<file path="src/rtl/cs_pkg.sv">
// Shared types and helpers for the carry-save resolver.
package cs_pkg;

  typedef enum logic [1:0] {CS_IDLE, CS_BUSY, CS_DONE} cs_state_e;

  // Number of CHUNK-bit slices needed to cover rw result bits.
  function automatic int cs_nchunk(int rw, int chunk);
    return (rw + chunk - 1) / chunk;
  endfunction

endpackage

</file>
<file path="src/rtl/cs_chunk_add.sv">
// CHUNK-bit combinational adder with carry in/out; one slice of the resolver.
module cs_chunk_add #(
  parameter int unsigned CHUNK = 4
) (
  input  logic [CHUNK-1:0] a_i,
  input  logic [CHUNK-1:0] b_i,
  input  logic             cin_i,
  output logic [CHUNK-1:0] s_o,
  output logic             cout_o
);

  assign {cout_o, s_o} = {1'b0, a_i} + {1'b0, b_i} + {{CHUNK{1'b0}}, cin_i};

endmodule

</file>
<file path="src/rtl/cs_resolve_seq.sv">
// Sequential carry-save to binary resolver: sum + (carry << 1), CHUNK bits per cycle,
// with the inter-chunk carry held in a register.
// Optional feature macro: CS_RESOLVE_EARLY_EXIT_EN (finish as soon as the remaining
// chunks are known to be zero).
module cs_resolve_seq
  import cs_pkg::*;
#(
  parameter int unsigned WIDTH = 8,
  parameter int unsigned CHUNK = 4
) (
  input  logic               clk,
  input  logic               rst_n,
  input  logic               in_vld,
  output logic               in_rdy,
  input  logic [WIDTH-1:0]   in_sum,
  input  logic [WIDTH-1:0]   in_carry,
  output logic               out_vld,
  input  logic               out_rdy,
  output logic [WIDTH+1:0]   out_result
);

  localparam int unsigned RW     = WIDTH + 2;
  localparam int unsigned NCHUNK = unsigned'(cs_nchunk(int'(RW), int'(CHUNK)));
  localparam int unsigned PW     = NCHUNK * CHUNK;
  localparam int unsigned IW     = (NCHUNK > 1) ? $clog2(NCHUNK) : 1;
  localparam logic [IW-1:0] IdxOne  = IW'(1);
  localparam logic [IW-1:0] IdxLast = IW'(NCHUNK - 1);

  if (CHUNK < 1 || CHUNK > RW) begin : g_bad_chunk
    $error("cs_resolve_seq: CHUNK must be in 1..WIDTH+2");
  end

  cs_state_e                    state_q, state_d;
  logic [IW-1:0]                idx_q, idx_d;
  logic                         cin_q, cin_d;
  logic [NCHUNK-1:0][CHUNK-1:0] a_q, a_d, b_q, b_d;
  logic [RW-1:0]                res_q, res_d;

  logic [CHUNK-1:0] chunk_sum;
  logic             chunk_cout;
  logic             early_exit;

  cs_chunk_add #(
    .CHUNK (CHUNK)
  ) u_chunk_add (
    .a_i    (a_q[idx_q]),
    .b_i    (b_q[idx_q]),
    .cin_i  (cin_q),
    .s_o    (chunk_sum),
    .cout_o (chunk_cout)
  );

`ifdef CS_RESOLVE_EARLY_EXIT_EN
  logic upper_zero;

  // Zero-detect on every operand chunk above the one being resolved.
  always_comb begin
    upper_zero = 1'b1;
    for (int c = 0; c < int'(NCHUNK); c++) begin
      if (c > int'(idx_q) && ((|a_q[c]) || (|b_q[c]))) upper_zero = 1'b0;
    end
  end

  assign early_exit = ~chunk_cout & upper_zero;
`else
  assign early_exit = 1'b0;
`endif

  // Next-state: handshake, chunk write-back, carry ripple and index advance.
  always_comb begin
    state_d = state_q;
    idx_d   = idx_q;
    cin_d   = cin_q;
    a_d     = a_q;
    b_d     = b_q;
    res_d   = res_q;
    unique case (state_q)
      CS_IDLE: begin
        if (in_vld) begin
          a_d     = PW'(in_sum);
          b_d     = PW'({in_carry, 1'b0});
          idx_d   = '0;
          cin_d   = 1'b0;
          state_d = CS_BUSY;
        end
      end
      CS_BUSY: begin
        for (int j = 0; j < int'(RW); j++) begin
          if (j / int'(CHUNK) == int'(idx_q)) begin
            res_d[j] = chunk_sum[j % int'(CHUNK)];
          end else if (early_exit && (j / int'(CHUNK) > int'(idx_q))) begin
            // Stale bits from the previous result would otherwise survive.
            res_d[j] = 1'b0;
          end
        end
        cin_d = chunk_cout;
        idx_d = idx_q + IdxOne;
        if (idx_q == IdxLast || early_exit) state_d = CS_DONE;
      end
      CS_DONE: begin
        if (out_rdy) state_d = CS_IDLE;
      end
      default: state_d = CS_IDLE;
    endcase
  end

  // State registers with synchronous active-low reset.
  always_ff @(posedge clk) begin
    if (!rst_n) begin
      state_q <= CS_IDLE;
      idx_q   <= '0;
      cin_q   <= 1'b0;
      a_q     <= '0;
      b_q     <= '0;
      res_q   <= '0;
    end else begin
      state_q <= state_d;
      idx_q   <= idx_d;
      cin_q   <= cin_d;
      a_q     <= a_d;
      b_q     <= b_d;
      res_q   <= res_d;
    end
  end

  assign in_rdy     = (state_q == CS_IDLE);
  assign out_vld    = (state_q == CS_DONE);
  assign out_result = res_q;

endmodule
</file>
<file path="config.mk">
export PLATFORM = sky130hd
export DESIGN_NAME = cs_resolve_seq
export DESIGN_NICKNAME = d
export VERILOG_FILES = /design/src/rtl/cs_pkg.sv /design/src/rtl/cs_chunk_add.sv /design/src/rtl/cs_resolve_seq.sv
export SDC_FILE = /design/constraint.sdc
export NUM_CORES = 1
export LEC_CHECK = 0
export BUFFER_PORTS_ARGS = -buffer_cell sky130_fd_sc_hd__buf_4
export CAP_MARGIN = 20
export CORE_MARGIN = 2
export CORE_UTILIZATION = 40
export DETAILED_ROUTE_END_ITERATION = 10
export PLACE_DENSITY = 0.62
export SKIP_LAST_GASP = 1
export SLEW_MARGIN = 20
export SYNTH_ARGS = -nofsm -noshare
export SYNTH_HDL_FRONTEND = slang
export SYNTH_SLANG_ARGS = --single-unit
</file>
<file path="constraint.sdc">
create_clock -name clk -period 2.7 [get_ports clk]
set_input_delay 0.135 -clock clk [delete_from_list [all_inputs] [get_ports clk]]
set_output_delay 0.135 -clock clk [all_outputs]
set_load 0.02 [all_outputs]
</file>
### Word level (Yosys, flattened, before mapping)

Cells that the tools add are included.

* equality and inequality tests: 8
* add/subtract/negate cells: 3
* order comparisons: 1
* multiplexer cells: 12
* reductions and logical operators: 9

Operators with widths (count)
* binary-select mux 4 bit (select 2 bit): 2
* AND reduction 2 bit: 5
* 2-to-1 mux 2 bit: 4
* 2-to-1 mux 4 bit: 2
* case mux 2 bit (3 select lines): 1
* adder 4 x 4 -> 5 bit: 1
* adder 5 x 1 -> 5 bit: 1
* equality test 2 bit, first input constant: 2
* equality test 2 bit, second input constant: 2
* logical NOT 2 bit: 2
* != test 2 bit, second input constant: 2
* case mux 2 bit (2 select lines): 1
* less-than comparator 2 x 3 -> 1 bit, second input constant: 1
* AND reduction 3 bit: 1
* adder 2 x 1 -> 2 bit, second input constant: 1
* equality test 2 x 1 -> 1 bit, second input constant: 1
* != test 2 x 1 -> 1 bit, second input constant: 1
* case mux 1 bit (2 select lines): 1
* nonzero test 2 bit: 1
* 2-to-1 mux 1 bit: 1

* flip-flop bits (word level): 31

### Logic depth before layout (Yosys ltp)

Gate-level depths: netlist of run 1.

* depth after elaboration: 5
* mapped depth: 9
* depth with buffers taken out: 8

### By module

Synthesis of run 1 repeated with hierarchy kept, for this count alone.

* cells, all modules: 174
* area, all modules: 1571.5 um2

By module, submodules not included
* cs_resolve_seq: times used 1, cells each 158, area an instance 1427.6 um2
* cs_chunk_add: times used 1, cells each 16, area an instance 143.9 um2

### Worst setup path after synthesis of run 1

Ideal clock, no wire load.

* kind: reg-to-reg
* from: register idx_q[0]
* to: register res_q[7], in the netlist out_result[7]
* clock period less this slack: 2.056 ns
* required time: 2.638 ns
* path buffers: 1
* setup time: 0.062 ns
* cell stages (with the launch flop): 8
* slack: 0.644 ns
* data arrival time: 1.993 ns
* cells stage by stage: dfxtp_1 > buf_2 > mux2i_1 > nor2_1 > fa_1 > and3_1 > or4_1 > nand3_1

* cells in the longest elaborated chain, start to end: 4
* elaborated cells on any way between the ends: 8
* classes of those cells: add/sub (2); eq/ne (1); mux (4); reduce/logical (1)

Ends and longest elaborated chain
* start: declaration: line cs_resolve_seq.sv:34 `logic [IW-1:0] idx_q, idx_d;`
* start signal: assignment: line cs_resolve_seq.sv:118 `idx_q <= idx_d;`
* binary-select mux 4 bit (select 2 bit) (on tied branches): line cs_resolve_seq.sv:46, cs_resolve_seq.sv:47
* 2-to-1 mux 4 bit (on tied branches): line cs_resolve_seq.sv:46, cs_resolve_seq.sv:47
* adder 4 x 4 -> 5 bit: line cs_chunk_add.sv:12 `assign {cout_o, s_o} = {1'b0, a_i} + {1'b0, b_i} + {{CHUNK{1'b0}}, cin_i};`
* adder 5 x 1 -> 5 bit: line cs_chunk_add.sv:12
* end signal: assignment: line cs_resolve_seq.sv:122 `res_q <= res_d;`
* end: declaration: line cs_resolve_seq.sv:37 `logic [RW-1:0] res_q, res_d;`

Several ways; a longest one is shown, not always the timed one. The select of a mux whose other input is x is not followed.
A chain may end at the register's enable or synchronous reset.

### Worst setup path after layout of run 1

Same ends and word-level chain as after synthesis.

==> results of run 1 <==
## power by group
| group | total, W | switching [W] | internal, W |
|---|---|---|---|
| clock network | 0.000394 | 0.000161 | 0.000232 |
| registers | 0.000507 | 0.0000241 | 0.000483 |
| logic | 0.000164 | 0.0000891 | 0.0000752 |
## stage by stage
step	hold WS (ns)	instances	power (W)	instance area, µm²	worst slack (ns)
floorplan	0.271	180	0.000627	1490	0.644
global placement	0.382	249	0.000677	1730	0.505
detailed placement	0.394	249	0.000683	1730	0.434
CTS	0.101	257	0.00108	1830	0.409
global route	0.103	257	0.00112	1830	0.248
finish	0.109	257	0.00107	1830	0.416
## synthesized netlist by cell type (all sizes together) (4+ instances only)
master / n
a21oi: 26
buf: 5
clkbuf: 5
dfxtp: 31
ha: 6
inv: 6
mux2i: 7
nand2: 46
nand3: 7
nor2: 10
nor2b: 4
## final cells by class
class	instances	area, µm²
clock buffers	8	100
fillers	360	1800
inverters	6	22.5
multi-input cells	133	793
flip-flops and latches	31	621
well taps	48	60.1
repair buffers	31	233
## registers in the layout, summed over array words and instances (netlist names)
| register | count |
|---|---|
| state_q | 2 |
| a_q | 8 |
| idx_q | 2 |
| out_result | 10 |
| cin_q | 1 |
| b_q | 8 |
## kinds of logic after synthesis
kind of cell	count (synthesis)	share of synthesized area
multiplexers	7	0.0469
buffers and inverters	16	0.0528
AND/OR/NAND/NOR	81	0.266
flip-flops	31	0.416
AO/OA/AOI/OAI	36	0.136
adder cells (fa/ha/maj)	8	0.0771
XOR/XNOR	1	0.00587
## path summary, 6_finish.rpt
path	depth (start not counted)	slack, ns	startpoint	end
max reg2reg	6	0.42	idx_q[0]	out_result[7]
max	6	0.42	idx_q[0]	out_result[7]
min reg2reg	2	0.45	out_result[2]	out_result[2]
min	3	0.11	in_sum[4]	a_q[4]
## per-layer routing
layer,up-vias,part of all wire
met4,0,0.012
met3,4,0.040
met1,568,0.47
met2,27,0.48
met5,-,0
li1,657,-
## critical path: stages (launching register included)
cell     delay, ns
dfxtp_1       0.67
mux2i_1       0.26
nor2_1        0.08
fa_1          0.39
and3_1        0.23
or4_1         0.52
nand3_1       0.09
==> flow_summary.ini, run 1 <==
[grt]
grt_util_all_layers = 0.167
antenna_found_initial = 0
first_global_vias = 1261
grt_pass1_wl_mm = 5.38
grt_use_met3 = 0.0573
gr-total-overflow = 0
grt_util_met2 = 0.274
grt_max_degree = 30
met1_usage = 0.199
grt-busiest-layer = met2

[floorplanning]
core_um2 = 3630
die_x_um = 65.1
io_pins = 32
start_util = 0.411
die_area_um2 = 4240
die_h_um = 65.1
rows = 22

[layout]
n_antenna_cell = 0
syn_to_final_growth_pct = 22.5
layout_common_cells = nand2_1, dfxtp_1, buf_4, a21oi_1, nor2_1
final_util = 0.503
layout_commonest_cell = nand2_1
layout.nets = 236
drive_gt1_frac = 0.206

[placed_design]
port_buffers = 31
gp_congestion = 0.817
dp_hpwl_mm = 2.27

[sta]
post-route-min-period_ns = 2.28
fin_tns_setup_ns = 0
hold_violations = 0
maxSlewHeadroom = 0.422
timing.final.max_slew_violations = 0
rsz0062_at_grt = no
setup_viol = 0
worst_slew_pin_slew_ns = 0.867
min_period_over_period = 0.846
finClkSkew_ns = 0.00834
fmax_mhz = 438

[setup_path]
worst-setup-path-type = flop to flop
cp.arrival_ns = 2.50
path_max_fanout = 12
endpoint_kind = flop
critPathLaunchType = flop
required_ns = 2.92

[routing]
firstDrtPassIters = 4
ant_nets = 0
drc = 0
wirelength_mm = 3.08
viasPerCell = 4.89
vias = 1256
first_iter_violations = 49
routedWlPerCell_um = 12.0

[clocking]
path_clk_slew_ns = 0.06
cts_hold_buf = 0
cts_buffers = 5
root_buffer = clkbuf_8
ctsResizeCount = 0
postCtsSetupBuffers = 0
clock_latency_ns = 0.28
clk_path_buf_depth = 2
htree_levels = 2
cts_tree = yes
clock_sinks = 31

[yosys]
synth.distinct_cells = 30
synth_edf_count = 0
ys_top_cells_by_area = dfxtp_1, nand2_1, a21oi_1, ha_1, mux2i_1
syn_area_um2 = 1490
syn_area_per_cell_um2 = 8.29
yosysTopAreaCell = dfxtp_1
synthArstFlopShare = 0
postSynthCellCount = 180
yosysWarnings = 0
seq_area_frac_synth = 0.416
synth-seq-cells = 31
syn_nets = 208
yosys_most_used_dff = dfxtp_1
synth.top_cell.area_share = 0.416

[pwr]
p_leak_nw = 0.770
powerDensity_nw_per_um2 = 582
peakVddDrop_mv = 0.277

[hold_path]
hold_path_class = input port to flop

[status]
status = finished, final reports clean

[flow_run]
max_cap_violations = 0
No activity file was read; power rests on OpenSTA's default activity.
==> run 2: changes to the inputs <==
clock period = 2.3 ns   (was 2.7 ns; I/O delays follow)
==> run 2 against run 1 <==
Against the previous run:
- first-iteration DRC count up 10%
- flip-flop and latch count unchanged
- cell count down 0.39%
- critical path depth unchanged
- critical endpoint unchanged
- highest routed layer unchanged
==> flow_summary.ini, run 2 (synthesized netlist as in run 1, its figures left out) <==
[layout]
largest_reg_flops = 10
n_antenna_cell = 0
fin_area_um2 = 1810
final_util = 0.498
layout_commonest_cell = nand2_1
regArea_um2 = 622
n_fill_cell = 381
layout.nets = 237
drive_gt1_frac = 0.207
syn_to_final_growth_pct = 21.3
multi_input_area_um2 = 793
layout_common_cells = nand2_1, buf_4, dfxtp_1, a21oi_1, nor2_1
instances_no_fill = 256

[floorplanning]
die_h_um = 65.1
start_util = 0.411
rows = 22
die_x_um = 65.1
die_area_um2 = 4240
core_um2 = 3630
io_pins = 32

[grt]
grt_pass1_wl_mm = 5.49
grt_max_degree = 30
first_global_vias = 1314
grt_util_all_layers = 0.169
antenna_found_initial = 0
gr-total-overflow = 0

[sta]
post-route-min-period_ns = 2.13
hold_violations = 0
finClkSkew_ns = 0.00306
worst_slew_pin_slew_ns = 0.882
holdWs_ns = 0.0882
timing.final.max_slew_violations = 0
min_period_over_period = 0.926
setup_viol = 0
rsz0062_at_grt = no
maxSlewHeadroom = 0.411
fin_tns_setup_ns = 0
fmax_mhz = 469

[routing]
wirelength_mm = 3.09
first_iter_violations = 54
drc = 0
viasPerCell = 4.83
ant_nets = 0
vias = 1236
routedWlPerCell_um = 12.1
firstDrtPassIters = 4

[setup_path]
endpoint_kind = flop
reg2reg_depth = 6
r2r_start = idx_q[0]
worst-setup-path-type = flop to flop
critPathLaunchType = flop
r2r_slack_ns = 0.17
cp-startpoint = idx_q[0]
cp.arrival_ns = 2.34
path_max_fanout = 8
cp-endpoint = out_result[7]
required_ns = 2.51
r2r_end = out_result[7]

[pwr]
powerDensity_nw_per_um2 = 642
peakVddDrop_mv = 0.338
p_leak_nw = 0.761

[placed_design]
place_area_um2 = 1740
dp_hpwl_mm = 2.31
place_inst = 250
port_buffers = 31
gp_congestion = 0.833

[clocking]
cts_tree = yes
cts_buffers = 5
htree_levels = 2
clock_latency_ns = 0.27
clk_path_buf_depth = 2
root_buffer = clkbuf_8
path_clk_slew_ns = 0.06
clock_sinks = 31

[hold_path]
hold_path_class = input port to flop

[status]
status = finished, final reports clean

[flow_run]
max_cap_violations = 0
-- run 2: cell type report --
class	count	share of cell area
multi-input combinational	133	0.438
sequential	31	0.343
timing repair buffer	32	0.133
clock buffer	6	0.0401
tap	48	0.0332
inverter	6	0.0124
-- run 2: power by group --
group	leakage, nW	internal (W)	switching [W]
sequential	0.254	0.000568	0.0000262
combinational	0.470	0.0000897	0.000106
clock	0.0371	0.000201	0.000172
total	0.761	0.000858	0.000304
-- run 2: per-stage QoR --
stage	power, W	setup slack, ns
2_1_floorplan	0.000736	0.244
3_3_place_gp	0.000796	0.253
3_5_place_dp	0.000803	0.184
4_1_cts	0.00118	0.167
5_1_grt	0.00123	0.0189
6_report	0.00116	0.170
-- run 2: worst min path at each step --
stage | start | cells past startpoint | end | slack [ns]
finish | in_sum[6] | 3 | a_q[6] | 0.09
global route | in_sum[0] | 3 | a_q[0] | 0.09
CTS | in_sum[6] | 3 | a_q[6] | 0.08
detailed placement | in_sum[6] | 3 | a_q[6] | 0.37
global placement | in_carry[6] | 3 | b_q[7] | 0.36
floorplan | in_sum[0] | 2 | a_q[0] | 0.25
-- run 2: layer usage --
metal	vias up	global-route usage	wire [µm]
met5	-	0	0
met4	0	0.0703	52
met3	7	0.0469	153
met2	32	0.291	1440
met1	542	0.195	1450
li1	655	-	-
-- run 2: critical path, stage by stage, from the launching register on --
cell     delay [ns]
dfxtp_1        0.53
mux2i_1        0.23
nor2_1         0.08
fa_1           0.39
and3_1         0.23
or4_1          0.52
nand3_1        0.09
-- run 2: what timing repair did --
item	in CTS	in global routing
setup buffers	0	0
hold buffers	0	0
resized for setup	0	1
setup endpoints to repair	0	1
